[src/rtl/multi_debounce_if.sv]
`default_nettype none
// ============================================================================
//  Module      : multi_debounce_if
//  Description : Pin-side and control-side signal bundle for multi_debounce.
//                The master drives the raw pin levels. The slave (the
//                debouncer) returns the cleaned levels and the event pulses.
//  Revision    : 1.0  initial release
// ============================================================================
interface multi_debounce_if #(
    parameter int CHANNELS = 4
);
    logic [CHANNELS-1:0] noisy;      // raw pin levels
    logic [CHANNELS-1:0] debounced;  // cleaned level, 1 = pressed
    logic [CHANNELS-1:0] rise;       // one-cycle press pulse
    logic [CHANNELS-1:0] fall;       // one-cycle release pulse
    logic [CHANNELS-1:0] rpt;        // press pulse plus auto-repeat pulses

    modport master (
        output noisy,
        input  debounced,
        input  rise,
        input  fall,
        input  rpt
    );

    modport slave (
        input  noisy,
        output debounced,
        output rise,
        output fall,
        output rpt
    );
endinterface
`default_nettype wire

[src/rtl/multi_debounce.sv]
`default_nettype none
// ============================================================================
//  Module      : multi_debounce
//  Description : Multi-channel button/switch debouncer. Each channel has a
//                two-flop synchroniser, a saturating stability counter, a
//                debounced level and press/release pulses. An optional
//                auto-repeat generator is provided for held buttons.
//  Revision    : 1.0  initial release
// ============================================================================
module multi_debounce #(
    parameter int CHANNELS   = 4,
    parameter int DELAY      = 500000,
    parameter int ACTIVE_LOW = 1,
    parameter int REPEAT_EN  = 0,
    parameter int HOLD       = 25000000,
    parameter int RPT_PERIOD = 5000000
) (
    input  wire logic       CLOCK_50,
    input  wire logic       reset_n,
    multi_debounce_if.slave bus
);

    // Stability counter saturates at DELAY, so it needs to hold DELAY itself.
    localparam int              c_CW    = $clog2(DELAY + 1);
    localparam logic [c_CW-1:0] c_DELAY = c_CW'(DELAY);

    logic [CHANNELS-1:0] w_x;
    logic [CHANNELS-1:0] r_sync1;
    logic [CHANNELS-1:0] r_sync2;
    logic [CHANNELS-1:0] w_deb_next;
    logic [CHANNELS-1:0] r_debounced;
    logic [CHANNELS-1:0] r_rise;
    logic [CHANNELS-1:0] r_fall;
    logic [CHANNELS-1:0] w_rpt;

    // Outputs are always active-high "pressed", whatever the pin polarity.
    assign w_x = (ACTIVE_LOW != 0) ? ~bus.noisy : bus.noisy;

    // Two-flop synchroniser bringing the pin levels into the clock domain.
    always_ff @(posedge CLOCK_50 or negedge reset_n) begin
        if (!reset_n) begin
            r_sync1 <= '0;
            r_sync2 <= '0;
        end else begin
            r_sync1 <= w_x;
            r_sync2 <= r_sync1;
        end
    end

    for (genvar g = 0; g < CHANNELS; g++) begin : g_ch
        logic            r_cand;
        logic [c_CW-1:0] r_cnt;

        // Track the candidate level; any change restarts the stability count,
        // which then counts up and saturates at DELAY.
        always_ff @(posedge CLOCK_50 or negedge reset_n) begin
            if (!reset_n) begin
                r_cand <= 1'b0;
                r_cnt  <= '0;
            end else if (r_sync2[g] != r_cand) begin
                r_cand <= r_sync2[g];
                r_cnt  <= '0;
            end else if (r_cnt != c_DELAY) begin
                r_cnt  <= r_cnt + 1'b1;
            end
        end

        // The candidate is committed only once it has been stable long enough.
        assign w_deb_next[g] = ((r_sync2[g] == r_cand) && (r_cnt == c_DELAY))
                               ? r_cand : r_debounced[g];
    end

    // Register the debounced level and derive the edge pulses on the same edge.
    always_ff @(posedge CLOCK_50 or negedge reset_n) begin
        if (!reset_n) begin
            r_debounced <= '0;
            r_rise      <= '0;
            r_fall      <= '0;
        end else begin
            r_debounced <= w_deb_next;
            r_rise      <= w_deb_next & ~r_debounced;
            r_fall      <= ~w_deb_next & r_debounced;
        end
    end

    if (REPEAT_EN != 0) begin : g_repeat
        // Hold counter counts cycles within the current hold or repeat period.
        localparam int              c_HMAX = (HOLD > RPT_PERIOD) ? HOLD : RPT_PERIOD;
        localparam int              c_HW   = $clog2(c_HMAX + 1);
        localparam logic [c_HW-1:0] c_HOLD = c_HW'(HOLD);
        localparam logic [c_HW-1:0] c_RPT  = c_HW'(RPT_PERIOD);
        localparam logic [c_HW-1:0] c_ONE  = c_HW'(1);

        localparam logic [1:0] c_S_IDLE      = 2'd0;
        localparam logic [1:0] c_S_HOLDING   = 2'd1;
        localparam logic [1:0] c_S_REPEATING = 2'd2;

        for (genvar g = 0; g < CHANNELS; g++) begin : g_rch
            logic [1:0]      r_state;
            logic [1:0]      w_state_next;
            logic [c_HW-1:0] r_hcnt;
            logic [c_HW-1:0] w_hcnt_next;
            logic            r_rpt;
            logic            w_rpt_next;
            logic            w_rise_next;
            logic            w_period_done;

            assign w_rise_next   = w_deb_next[g] & ~r_debounced[g];
            assign w_period_done = ((r_state == c_S_HOLDING)   && (r_hcnt == c_HOLD)) ||
                                   ((r_state == c_S_REPEATING) && (r_hcnt == c_RPT));

            // State, hold counter and repeat pulse registers.
            always_ff @(posedge CLOCK_50 or negedge reset_n) begin
                if (!reset_n) begin
                    r_state <= c_S_IDLE;
                    r_hcnt  <= '0;
                    r_rpt   <= 1'b0;
                end else begin
                    r_state <= w_state_next;
                    r_hcnt  <= w_hcnt_next;
                    r_rpt   <= w_rpt_next;
                end
            end

            // Next state: a release always wins and returns to idle at once.
            always_comb begin
                w_state_next = r_state;
                if (!w_deb_next[g]) begin
                    w_state_next = c_S_IDLE;
                end else if (w_rise_next) begin
                    w_state_next = c_S_HOLDING;
                end else if ((r_state == c_S_HOLDING) && (r_hcnt == c_HOLD)) begin
                    w_state_next = c_S_REPEATING;
                end
            end

            // Counter and pulse: pulse on the press itself and at each period end.
            always_comb begin
                w_hcnt_next = r_hcnt;
                w_rpt_next  = 1'b0;
                if (!w_deb_next[g]) begin
                    w_hcnt_next = '0;
                end else if (w_rise_next) begin
                    w_hcnt_next = c_ONE;
                    w_rpt_next  = 1'b1;
                end else if (w_period_done) begin
                    w_hcnt_next = c_ONE;
                    w_rpt_next  = 1'b1;
                end else if (r_state != c_S_IDLE) begin
                    w_hcnt_next = r_hcnt + 1'b1;
                end
            end

            assign w_rpt[g] = r_rpt;
        end
    end else begin : g_no_repeat
        assign w_rpt = r_rise;
    end

    assign bus.debounced = r_debounced;
    assign bus.rise      = r_rise;
    assign bus.fall      = r_fall;
    assign bus.rpt       = w_rpt;

endmodule
`default_nettype wire

[src/flat_wrapper.sv]
// flat-port wrapper written by rule: the top's interface ports become plain ports
module multi_debounce_flat 
#(
    parameter int CHANNELS   = 4,
    parameter int DELAY      = 500000,
    parameter int ACTIVE_LOW = 1,
    parameter int REPEAT_EN  = 0,
    parameter int HOLD       = 25000000,
    parameter int RPT_PERIOD = 5000000
)
  (CLOCK_50, reset_n, bus_noisy, bus_debounced, bus_rise, bus_fall, bus_rpt);
  multi_debounce_if #(.CHANNELS(CHANNELS)) bus_i ();
  input  wire logic CLOCK_50;
  input  wire logic reset_n;
  input wire logic [$bits(bus_i.noisy)-1:0] bus_noisy;
  output wire logic [$bits(bus_i.debounced)-1:0] bus_debounced;
  output wire logic [$bits(bus_i.rise)-1:0] bus_rise;
  output wire logic [$bits(bus_i.fall)-1:0] bus_fall;
  output wire logic [$bits(bus_i.rpt)-1:0] bus_rpt;
  assign bus_i.noisy = bus_noisy;
  assign bus_debounced = bus_i.debounced;
  assign bus_rise = bus_i.rise;
  assign bus_fall = bus_i.fall;
  assign bus_rpt = bus_i.rpt;
  multi_debounce #(.CHANNELS(CHANNELS), .DELAY(DELAY), .ACTIVE_LOW(ACTIVE_LOW), .REPEAT_EN(REPEAT_EN), .HOLD(HOLD), .RPT_PERIOD(RPT_PERIOD)) u_core (.CLOCK_50(CLOCK_50), .reset_n(reset_n), .bus(bus_i));
endmodule
[config.mk]
export PLATFORM = sky130hd
export DESIGN_NAME = multi_debounce_flat
export DESIGN_NICKNAME = d
export VERILOG_FILES = /design/src/rtl/multi_debounce_if.sv /design/src/rtl/multi_debounce.sv /design/src/flat_wrapper.sv
export SDC_FILE = /design/constraint.sdc
export NUM_CORES = 1
export LEC_CHECK = 0
export ABC_AREA = 1
export BUFFER_PORTS_ARGS = -buffer_cell sky130_fd_sc_hd__buf_4
export CAP_MARGIN = 20
export CORE_MARGIN = 2
export CORE_UTILIZATION = 42
export DETAILED_ROUTE_END_ITERATION = 6
export PLACE_DENSITY_LB_ADDON = 0.15
export SETUP_SLACK_MARGIN = 0.05
export SLEW_MARGIN = 40
export SYNTH_ARGS = -nofsm -noshare
export SYNTH_HDL_FRONTEND = slang
export SYNTH_SLANG_ARGS = --single-unit
[constraint.sdc]
create_clock -name CLOCK_50 -period 1.8 [get_ports CLOCK_50]
set_clock_uncertainty 0.05 [all_clocks]
set_input_delay 0.09 -clock CLOCK_50 [delete_from_list [all_inputs] [get_ports CLOCK_50]]
set_output_delay 0.09 -clock CLOCK_50 [all_outputs]
set_load 0.03 [all_outputs]
* Word level (Yosys, flattened, before mapping)
Cells that the tools add are included.
** Operators by class
- $add $sub $neg :: 4
- Equality and inequality tests :: 16
- Multiplexer cells :: 12
- Bitwise logic cells :: 5
- Reduce and logical (&&, ||, !) cells :: 8
** Operators by type and width (number)
- two-way mux 19 bit :: 8
- adder 19 x 1 -> 19 bit, second input constant :: 4
- == test 19 bit, second input constant :: 4
- inequality test 19 bit, second input constant :: 4
- inverter 4 bit :: 3
- bitwise AND 4 bit :: 2
- nonzero test 2 bit :: 4
- == test 1 bit :: 4
- logical AND 1 bit :: 4
- two-way mux 1 bit :: 4
- inequality test 1 bit :: 4
** Storage, ports and cells
- Register bits after elaboration :: 100
- Input port bits :: 6
- Logic and storage cells :: 58

* Longest topological paths before layout
- Word-level depth :: 5
- Mapped depth :: 9

* Worst setup path before layout
OpenSTA, ideal clock, no wires.
- Kind :: reg-to-reg
- Start :: register u_core.g_ch[2].r_cnt[0]
- End :: register u_core.g_ch[2].r_cnt[14]
- Library setup time :: 0.121 ns
- Arrival time :: 1.256 ns
- Required time :: 1.629 ns
- Path slack :: 0.374 ns
- Stages on the path, launching flop included :: 9
- Period minus slack after synthesis :: 1.426 ns
- Cell sequence :: dfrtp_1 > ha_1 > nand2_1 > inv_1 > nand2_1 > nor2_4 > nand2_2 > nor3_1 > nor2_1
** Between the ends
- Word-level cells in the longest chain between the ends :: 3
** RTL lines
- start: declaration :: line multi_debounce.sv:52 : logic [c_CW-1:0] r_cnt;
- start signal: assignment :: line multi_debounce.sv:64 : r_cnt <= r_cnt + 1'b1;
- adder 19 x 1 -> 19 bit :: line multi_debounce.sv:64
- two-way mux 19 bit :: line multi_debounce.sv:63 : end else if (r_cnt != c_DELAY) begin
- two-way mux 19 bit :: line multi_debounce.sv:60 : end else if (r_sync2[g] != r_cand) begin
Parallel ways exist; a longest one is shown, timed or not. The select of a mux whose other input is x is not followed.
A chain may end at the register's enable or synchronous reset.

* Final worst setup path
Ends and elaborated chain as after synthesis.

==> flow_metrics.py <==
metrics = {
    "global_routing": {
        "grt_max_degree": 43,
        "grt_pass1_wl_um": 21900,
        "grt_overflow_total": 0,
        "globalRouteTotalUtil": 0.185,
        "antenna_found_initial": 0,
        "grt_pass1_vias": 4718,
    },
    "pwr": {
        "p_clk_frac": 0.438,
        "pwr-share-comb": 0.060,
        "intPower_mw": 3.50,
        "seq_power_share": 0.501,
        "vdd_drop_max_v": 0.000473,
        "p_leak_nw": 2.90,
        "p_sw_mw": 1.14,
        "swShare": 0.246,
        "power_density_nw_per_um2": 715,
    },
    "setup_path": {
        "crit_fanout": 6,
        "startpoint_type": "flip-flop",
        "path_class": "flip-flop to flip-flop",
        "critPathCaptureType": "flip-flop",
        "required_ps": 1990,
        "arrival_ps": 1810,
    },
    "drt": {
        "drc": 0,
        "ant_nets": 0,
        "wl_per_cell_um": 12.4,
        "dr.pass1.iters": 4,
        "drtIter0Drc": 304,
        "wl_um": 12500,
        "via_count": 4956,
        "vias_per_cell": 4.91,
    },
    "synth": {
        "synthFlopType": "dfrtp_1",
        "yosysTopAreaCell": "dfrtp_1",
        "yosys_warnings": 0,
        "synth-edff-count": 0,
        "synth_top_area_frac": 0.434,
        "syn_inst": 800,
        "ys_top_cells_by_count": "nand2_1, nor2_1, dfrtp_1, inv_1, nand3_1",
        "synth_most_common_cell": "nand2_1",
        "synth_seq_area_share": 0.434,
        "async_flop_share": 1.00,
        "syn-num-nets": 814,
        "synth_cell_type_count": 33,
        "ys_top_cells_by_area": "dfrtp_1, nand2_1, nor2_1",
        "synth_area_um2": 5760,
        "synth-seq-cells": 100,
        "syn_area_per_cell_um2": 7.20,
    },
    "cells_and_area": {
        "diodes": 0,
        "nFillCells": 1310,
        "final_nets": 843,
        "area_delta_synth_final_pct": 12.8,
        "drive_above_1_share": 0.108,
        "final_cells": 1010,
        "utilization": 0.489,
    },
    "die": {
        "start_util": 0.433,
        "dieWidth_um": 121,
        "die_area_um2": 14700,
        "die_h_um": 121,
        "io-pin-count": 22,
        "rows": 42,
        "core_area_um2": 13300,
    },
    "clock_tree": {
        "cts-root-buf": "clkbuf_16",
        "clkSinkCount": 100,
        "cts_max_level": 3,
        "cts.clk_slew.worst_paths_ps": 70,
        "clock_path_buffers": 2,
        "cts_buffers": 9,
        "postCtsSetupBuffers": 0,
        "cts_tree": "yes",
        "clock_latency_ps": 360,
    },
    "timing": {
        "maxSlewHeadroom": 0.656,
        "fin_ws_ps": 183,
        "rsz0062_at_grt": "no",
        "finalSetupViolations": 0,
        "period_minus_slack_ps": 1620,
        "tightest_slew_ps": 516,
        "tns_ps": 0,
        "timing.hold.ws_ps": 199,
        "hold_viol": 0,
        "max_freq_mhz": 618,
        "period_share": 0.898,
        "slew_viol_final": 0,
    },
    "place": {
        "dp_cells": 989,
        "dp_slack_ps": 176,
        "place_congestion": 0.883,
        "port_buffers": 21,
        "dp.final_hpwl_um": 9180,
    },
    "flow_run": {
        "maxCapViolations": 0,
    },
    "run_status": {
        "status": "finished, final reports clean",
    },
    "worst_hold_path": {
        "hold_class": "input port to asynchronous set/reset pin",
    },
}
## registers in the layout, summed over array words and instances, names as in the netlist
register and flops:
u_core.bus.rise 4, u_core.bus.debounced 4, u_core.bus.fall 4, u_core.r_sync1 4, u_core.r_sync2 4, u_core.g_ch.r_cand 4, u_core.g_ch.r_cnt 76
## power groups by stage
| stage | Clock (mW) | Combinational (mW) | Sequential (mW) |
|---|---|---|---|
| 2_1_floorplan | 0 | 0.166 | 2.36 |
| 3_3_place_gp | 0 | 0.269 | 2.37 |
| 3_5_place_dp | 0 | 0.277 | 2.37 |
| 4_1_cts | 2.10 | 0.288 | 2.33 |
| 5_1_grt | 2.19 | 0.324 | 2.34 |
| 6_report | 2.04 | 0.281 | 2.33 |
## layer usage
metal	up-vias	routed length, µm	track usage	part of all wire
li1	2574	-	-	-
met1	2281	6000	0.244	0.48
met2	82	5860	0.304	0.47
met3	19	408	0.0418	0.033
met4	0	221	0.0567	0.018
met5	-	0	0	0
## path summary, 6_finish.rpt
| check | end | cells past startpoint | startpoint | slack [ps] |
|---|---|---|---|---|
| max | u_core.g_ch[2].r_cnt[14] | 8 | u_core.g_ch[2].r_cnt[0] | 180 |
| min | u_core.g_ch[0].r_cnt[14] | 2 | reset_n | 200 |
| max reg2reg | u_core.g_ch[2].r_cnt[14] | 8 | u_core.g_ch[2].r_cnt[0] | 180 |
| min reg2reg | u_core.r_sync2[3] | 0 | u_core.r_sync1[3] | 300 |
| max in group asynchronous | u_core.g_ch[1].r_cnt[15] | 3 | reset_n | 880 |
| min in group CLOCK_50 | u_core.r_sync2[3] | 0 | u_core.r_sync1[3] | 300 |
## placed cells by master (no fill, tap or decap), drive strengths merged, types with 23 or more instances in the layout
cell type  count
nand2        215
nand3         55
o21ai         24
inv          101
nor2         179
buf           28
nor3          28
nand4         26
dfrtp        100
a21oi         23
## layout make-up
class                   instances  area, µm²  share of cell area
clock buffers                  10        239              0.0368
clock inverters                 6       70.1              0.0108
inverters                      99        372              0.0572
multi-input cells             586       2810               0.432
flip-flops and latches        100       2500               0.385
well taps                     176        220              0.0339
repair buffers                 33        285              0.0439
## kinds of logic after synthesis
family | after synthesis | share of synthesized area
and+or+nand+nor | 514 | 0.402
adders and majority gates | 8 | 0.0174
DFF | 100 | 0.434
xor gates and xnor gates | 14 | 0.0213
AOI/OAI and AO/OA | 50 | 0.0445
buffers and inverters | 114 | 0.0799
## stage by stage
step,instance area [µm²],power [mW]
global placement,6130,2.64
floorplan,5760,2.53
CTS,6480,4.71
global route,6500,4.85
detailed placement,6130,2.65
finish,6500,4.65
## worst max-delay path: stages, from the launching register on
cell and delay, ps:
dfrtp_1 450, ha_2 250, nand2_1 80, inv_1 100, nand2_1 100, nor2_4 170, nand2_2 80, nor3_1 160
nor2_1 70
## repair_timing
item	4_1_cts	5_1_grt
hold buffers	5	0
hold endpoints to repair	38	0
setup endpoints to repair	0	5
gates resized for setup	0	4
(Power assumes the default switching activity.)
